==> src/rtl/flash_pkg.sv <==
// Purpose: shared constants for the flash/SRAM frame writer (state encoding,
//          default bus widths, default strobe wait states, phase-timer width).
// Ports:   none (package).
package flash_pkg;

  localparam int ADDR_W_DEF    = 22;
  localparam int DATA_W_DEF    = 8;
  localparam int SETUP_CYC_DEF = 1;
  localparam int PULSE_CYC_DEF = 2;
  localparam int HOLD_CYC_DEF  = 1;

  // Width of the shared phase down-counter; phases up to 256 cycles.
  localparam int TMR_W = 8;

  typedef logic [2:0] state_t;

  localparam state_t ST_IDLE      = 3'd0;
  localparam state_t ST_WAIT_DATA = 3'd1;
  localparam state_t ST_SETUP     = 3'd2;
  localparam state_t ST_PULSE     = 3'd3;
  localparam state_t ST_HOLD      = 3'd4;
  localparam state_t ST_DONE      = 3'd5;

  // The timer counts down to zero, so a phase of N cycles loads N-1.
  function automatic logic [TMR_W-1:0] tmr_load_val(input int cyc);
    return TMR_W'(cyc - 1);
  endfunction

endpackage

==> src/rtl/flash_strobe_timer.sv <==
// Purpose: loadable down-counter timing one strobe phase (setup, pulse or hold).
// Latency: o_last is high in the final cycle of a phase loaded with N-1.
// Backpressure: none; counts freely and parks at zero.
// Ports: i_clock, i_reset_n, i_load / i_load_val (phase length - 1), o_last.
module flash_strobe_timer
  import flash_pkg::*;
#(
  parameter int W = TMR_W
) (
  input  logic         i_clock,
  input  logic         i_reset_n,
  input  logic         i_load,
  input  logic [W-1:0] i_load_val,
  output logic         o_last
);

  logic [W-1:0] r_cnt;

  always_ff @(posedge i_clock or negedge i_reset_n) begin
    if (!i_reset_n) begin
      r_cnt <= '0;
    end else if (i_load) begin
      r_cnt <= i_load_val;
    end else if (r_cnt != '0) begin
      r_cnt <= r_cnt - 1'b1;
    end
  end

  assign o_last = (r_cnt == '0);

endmodule

==> src/rtl/flash_frame_writer.sv <==
// Purpose: writes a stream of words to consecutive flash/SRAM addresses with
//          programmable setup/pulse/hold wait states on active-low ce_n/we_n.
// Latency: 1 + SETUP_CYC + PULSE_CYC + HOLD_CYC cycles per word minimum.
// Backpressure: o_in_ready only in WAIT_DATA; waits indefinitely for i_in_valid.
// Ports: i_start/i_base_addr/i_length launch a transfer; i_in_data/i_in_valid/
//        o_in_ready carry words; o_mem_* drive the memory pins (all registered,
//        oe_n tied inactive); o_busy, o_done, o_words_written report progress.
module flash_frame_writer
  import flash_pkg::*;
#(
  parameter int ADDR_W    = ADDR_W_DEF,
  parameter int DATA_W    = DATA_W_DEF,
  parameter int SETUP_CYC = SETUP_CYC_DEF,
  parameter int PULSE_CYC = PULSE_CYC_DEF,
  parameter int HOLD_CYC  = HOLD_CYC_DEF
) (
  input  logic              i_clock,
  input  logic              i_reset_n,
  input  logic              i_start,
  input  logic [ADDR_W-1:0] i_base_addr,
  input  logic [ADDR_W-1:0] i_length,
  input  logic [DATA_W-1:0] i_in_data,
  input  logic              i_in_valid,
  output logic              o_in_ready,
  output logic [ADDR_W-1:0] o_mem_addr,
  output logic [DATA_W-1:0] o_mem_data,
  output logic              o_mem_ce_n,
  output logic              o_mem_we_n,
  output logic              o_mem_oe_n,
  output logic              o_busy,
  output logic              o_done,
  output logic [ADDR_W-1:0] o_words_written
);

  localparam logic [TMR_W-1:0] SETUP_LD = tmr_load_val(SETUP_CYC);
  localparam logic [TMR_W-1:0] PULSE_LD = tmr_load_val(PULSE_CYC);
  localparam logic [TMR_W-1:0] HOLD_LD  = tmr_load_val(HOLD_CYC);

  state_t            r_state;
  state_t            w_state_nxt;
  logic [ADDR_W-1:0] r_base;
  logic [ADDR_W-1:0] r_len;
  logic [ADDR_W-1:0] r_words;
  logic [ADDR_W-1:0] w_words_inc;
  logic [ADDR_W-1:0] r_mem_addr;
  logic [DATA_W-1:0] r_mem_data;
  logic              r_ce_n;
  logic              r_we_n;
  logic              r_in_ready;
  logic              r_busy;
  logic              r_done;

  logic              w_accept;
  logic              w_xfer;
  logic              w_tmr_load;
  logic [TMR_W-1:0]  w_tmr_val;
  logic              w_tmr_last;
  logic              w_ce_n_nxt;
  logic              w_we_n_nxt;
  logic              w_in_ready_nxt;
  logic              w_busy_nxt;
  logic              w_done_nxt;

  // The done cycle is spent in IDLE, so r_done blocks a start landing on it.
  assign w_accept    = (r_state == ST_IDLE) && i_start && !r_done;
  assign w_xfer      = (r_state == ST_WAIT_DATA) && i_in_valid && r_in_ready;
  assign w_words_inc = r_words + 1'b1;

  flash_strobe_timer #(.W(TMR_W)) u_timer (
    .i_clock    (i_clock),
    .i_reset_n  (i_reset_n),
    .i_load     (w_tmr_load),
    .i_load_val (w_tmr_val),
    .o_last     (w_tmr_last)
  );

  // FSM state register
  always_ff @(posedge i_clock or negedge i_reset_n) begin
    if (!i_reset_n) begin
      r_state <= ST_IDLE;
    end else begin
      r_state <= w_state_nxt;
    end
  end

  // FSM next state
  always_comb begin
    w_state_nxt = r_state;
    case (r_state)
      ST_IDLE: begin
        if (w_accept) begin
          w_state_nxt = (i_length == '0) ? ST_DONE : ST_WAIT_DATA;
        end
      end
      ST_WAIT_DATA: if (w_xfer)     w_state_nxt = ST_SETUP;
      ST_SETUP:     if (w_tmr_last) w_state_nxt = ST_PULSE;
      ST_PULSE:     if (w_tmr_last) w_state_nxt = ST_HOLD;
      ST_HOLD: begin
        if (w_tmr_last) begin
          w_state_nxt = (w_words_inc == r_len) ? ST_DONE : ST_WAIT_DATA;
        end
      end
      ST_DONE:      w_state_nxt = ST_IDLE;
      default:      w_state_nxt = ST_IDLE;
    endcase
  end

  // FSM outputs: pin/status values for the coming cycle, plus phase timer reloads.
  // Decoding from the next state lets the output flops line up with r_state.
  always_comb begin
    w_ce_n_nxt     = !(w_state_nxt inside {ST_SETUP, ST_PULSE, ST_HOLD});
    w_we_n_nxt     = (w_state_nxt != ST_PULSE);
    w_in_ready_nxt = (w_state_nxt == ST_WAIT_DATA);
    w_busy_nxt     = (w_state_nxt != ST_IDLE);
    // done follows the DONE state by one cycle, when busy has already dropped
    w_done_nxt     = (r_state == ST_DONE);
    w_tmr_load     = 1'b0;
    w_tmr_val      = '0;
    case (r_state)
      ST_WAIT_DATA: begin
        w_tmr_load = w_xfer;
        w_tmr_val  = SETUP_LD;
      end
      ST_SETUP: begin
        w_tmr_load = w_tmr_last;
        w_tmr_val  = PULSE_LD;
      end
      ST_PULSE: begin
        w_tmr_load = w_tmr_last;
        w_tmr_val  = HOLD_LD;
      end
      default: ;
    endcase
  end

  // Transfer parameters, word counter and the latched address/data pins.
  always_ff @(posedge i_clock or negedge i_reset_n) begin
    if (!i_reset_n) begin
      r_base     <= '0;
      r_len      <= '0;
      r_words    <= '0;
      r_mem_addr <= '0;
      r_mem_data <= '0;
    end else begin
      if (w_accept) begin
        r_base  <= i_base_addr;
        r_len   <= i_length;
        r_words <= '0;
      end else if ((r_state == ST_HOLD) && w_tmr_last) begin
        r_words <= w_words_inc;
      end
      // Address wraps modulo 2**ADDR_W by plain truncation.
      if (w_xfer) begin
        r_mem_addr <= r_base + r_words;
        r_mem_data <= i_in_data;
      end
    end
  end

  // Registered strobes and status.
  always_ff @(posedge i_clock or negedge i_reset_n) begin
    if (!i_reset_n) begin
      r_ce_n     <= 1'b1;
      r_we_n     <= 1'b1;
      r_in_ready <= 1'b0;
      r_busy     <= 1'b0;
      r_done     <= 1'b0;
    end else begin
      r_ce_n     <= w_ce_n_nxt;
      r_we_n     <= w_we_n_nxt;
      r_in_ready <= w_in_ready_nxt;
      r_busy     <= w_busy_nxt;
      r_done     <= w_done_nxt;
    end
  end

  assign o_in_ready      = r_in_ready;
  assign o_mem_addr      = r_mem_addr;
  assign o_mem_data      = r_mem_data;
  assign o_mem_ce_n      = r_ce_n;
  assign o_mem_we_n      = r_we_n;
  assign o_mem_oe_n      = 1'b1;
  assign o_busy          = r_busy;
  assign o_done          = r_done;
  assign o_words_written = r_words;

endmodule

==> config.mk <==
export PLATFORM = sky130hd
export DESIGN_NAME = flash_frame_writer
export DESIGN_NICKNAME = d
export VERILOG_FILES = /design/src/rtl/flash_pkg.sv /design/src/rtl/flash_strobe_timer.sv /design/src/rtl/flash_frame_writer.sv
export SDC_FILE = /design/constraint.sdc
export NUM_CORES = 1
export LEC_CHECK = 0
export ABC_AREA = 0
export CAP_MARGIN = 25
export CORE_ASPECT_RATIO = 0.8
export CORE_MARGIN = 3
export CORE_UTILIZATION = 53
export CTS_CLUSTER_DIAMETER = 80
export DETAILED_ROUTE_END_ITERATION = 12
export PLACE_DENSITY = 0.89
export SETUP_SLACK_MARGIN = 0.2
export SLEW_MARGIN = 10
export SYNTH_ARGS = -nofsm -noshare
export SYNTH_HDL_FRONTEND = slang
export SYNTH_SLANG_ARGS = --single-unit
export TNS_END_PERCENT = 10
==> constraint.sdc <==
create_clock -name i_clock -period 2.8 [get_ports i_clock]
set_input_delay 0.56 -clock i_clock [delete_from_list [all_inputs] [get_ports i_clock]]
set_output_delay 0.56 -clock i_clock [all_outputs]
set_load 0.05 [all_outputs]
==> qor.txt <==
Total power - 7.57 mW
CP Launch Point - o_words_written[11]$_DFFE_PN0P_
First-pass GRT wire length - 27300 µm
Die Width - 129 µm
Pre-CTS WS - 0.123 ns
RSZ-0062 raised after global routing - true
Ports - 114
Gr ovfl total - 0
Cells after synthesis - 655
Clk sinks - 112
DR WL/cell - 18.2 µm
Final core utilization - 69.9%
WL met1 - 7760 µm
Crit-path max FO - 7
CP max-delay cell - dfrtp_1
Synthesized area - 6380 µm²
RD Place Congestion - 0.933
Vias - 5554
Die Y - 104 µm
Register area share after synthesis - 43.9%
Total global-route track usage - 25.4%
Pwr per Cell Area - 929 nW/µm²
Max clock buf depth - 2
Initial DRC count - 466
Initial antenna violation count - 0
H-tree levels - 3
Top delay family on crit path - compound AO/OA/AOI/OAI gates
Run status - completed
CP Class - reg2reg
Core ar. - 11600 µm²
Async SR Flop Fraction - 100%
Reg2reg setup slack - 0.11 ns
Final Skew - 0.00822 ns
Worst slew pin tran - 0.608 ns
TritonCTS buffer count - 9
Net count after synthesis - 736
Crit path capture type - flip-flop
Share of cells above drive strength 1 - 15.7%
Maximum VDD drop - 0.503 mV
Die area - 13400 µm²
Rel. slew slack - 59.1%
Max-cap viol count - 0
Worst hold path type - in2async
Cell chain of the critical path - ha_1 > nand4_1 > or3_1 > o22a_1 > a31o_2 > o21ai_1 > o2111a_1 > nor3_1
Root Driver - clkbuf_16
Final nets - 857
Count of pins over their slew limit - 0
Post-route insts no fill - 929
Highest Signal Layer - met4
Bufs and invs on worst path - 0
# setup viols final - 0
Max incr delay on CP - 0.52 ns
Number of synthesized register bits - 112
DRC violations left - 0
Type of origin of the critical path - flip-flop
Reg2Reg Depth - 8
Area grow syn2layout - 27.6%
Inst Count DP - 907
Number of synthesized flops with an enable pin - 0
Post-DP HPWL - 12700 µm
TNS Setup - 0 ns
Largest net degree at the start of global routing - 54
Syn Area/Cell - 9.75 µm²
Worst R2R Start - o_words_written[11]$_DFFE_PN0P_
Worst setup margin - 0.114 ns
Crit path required time - 3.04 ns
Distinct cell type count of the synthesized netlist - 71
DRT Pass-1 Iters - 5
Static leakage - 3.47 nW
Antenna cells - 0
Initial core utilization - 54.8%
Hold Violations, Final - 0
Drt total wl - 16900 µm
Fill cells - 859
Final worst path period need - 2.69 ns
Period Utilization, post-route - 95.9%
CP arrival - 2.92 ns
DR WL met2 - 7830 µm
Peak Freq - 372 MHz
Via density - 5.98
Most used DFF post-synth - dfrtp_1
Critical path depth - 8
Clock Latency Late Sink - 0.35 ns
Input/output buffers - 112
Ys Warns - 0
Row count - 35
Post-CTS Hold Buffers - 0
Clk slew on worst S/H paths - 0.07 ns
Vias in the first global route - 5209
Remaining antenna violation count - 0
CTS tree - yes
Met3 wire len - 1090 µm
==> cell usage in the layout, fill, tap and decap left out, drive strengths merged, types with 11 or more instances in the layout <==
| cell type | instances |
|---|---|
| mux2 | 45 |
| xnor2 | 26 |
| nand4 | 12 |
| nor4 | 11 |
| clkdlybuf4s50 | 111 |
| inv | 13 |
| xor2 | 22 |
| nand3 | 21 |
| nor2 | 42 |
| nand2 | 83 |
| buf | 28 |
| ha | 24 |
| nor3 | 13 |
| a21oi | 31 |
| dfrtp | 110 |
| o31ai | 12 |
| o21ai | 65 |
| clkbuf | 11 |
==> timing repair <==
action | in CTS | in global routing
setup endpoints to repair | 3 | 10
buffers inserted | 0 | 6
pin swaps | 1 | 10
resized for setup | 3 | 11
==> power by group <==
part	internal, mW	switching (mW)
Sequential	2.26	0.518
Clock	0.748	0.594
Combinational	1.46	1.99
==> final timing paths <==
check	to
max in group asynchronous	o_mem_ce_n$_DFF_PN1_
min	r_len[2]$_DFFE_PN0P_
min reg2reg	o_mem_data[7]$_DFFE_PN0P_
max	o_mem_addr[21]$_DFFE_PN0P_
min in group i_clock	o_mem_data[7]$_DFFE_PN0P_
max reg2reg	o_mem_addr[21]$_DFFE_PN0P_
==> cell families after synthesis <==
family	after synthesis	share of synthesized area (%)
simple gates	227	18.3
flops	112	43.9
xor+xnor	48	6.59
compound gates	152	14.8
other cells	1	0.0587
fa+ha+maj	25	5.02
mux	49	8.57
buf+inv	41	2.78
==> state kept, by name, summed over array words and instances, names as in the netlist <==
name             flops
o_mem_addr          22
o_words_written     22
r_base              22
r_len               22
o_mem_data           8
u_timer.r_cnt        8
r_state              3
o_busy               1
o_done               1
o_in_ready           1
o_mem_ce_n           1
o_mem_we_n           1
==> per-layer routing <==
layer  up-vias  track usage, %
li1       2596               -
met1      2704            38.1
met2       232            38.7
met3        22            4.62
met4         0            4.80
met5         -               0
==> metrics by stage <==
step	hold slack [ns]	instance area, µm²
2_1_floorplan	0.264	6390
3_3_place_gp	0.456	7740
3_5_place_dp	0.471	7740
4_1_cts	0.202	8070
5_1_grt	0.229	8150
6_report	0.182	8150
==> cell usage after synthesis (9+ instances only) <==
cell | instances | area share [%]
o21ai_0 | 60 | 4.7
nor3_1 | 11 | 0.86
xor2_1 | 22 | 3.0
nor4_1 | 9 | 0.88
clkbuf_1 | 18 | 1.1
inv_1 | 12 | 0.71
xnor2_1 | 26 | 3.6
mux2_2 | 45 | 7.9
nand2_1 | 83 | 4.9
o31ai_1 | 11 | 1.3
nand4_1 | 11 | 1.1
a21oi_1 | 31 | 2.4
ha_1 | 24 | 4.7
dfrtp_1 | 110 | 43
nand3_1 | 18 | 1.4
nor2_1 | 42 | 2.5
==> layout make-up <==
class / count / area [µm²] / share of cell area [%]
Inverter: 12 / 45.0 / 0.553
Timing Repair Buffer: 139 / 1330 / 16.4
Multi-Input combinational cell: 502 / 3450 / 42.4
Clock inverter: 5 / 62.6 / 0.768
Sequential cell: 112 / 2810 / 34.5
Clock buffer: 11 / 253 / 3.10
Tap cell: 148 / 185 / 2.27
Note: power is estimated with default switching activity, not from simulation.
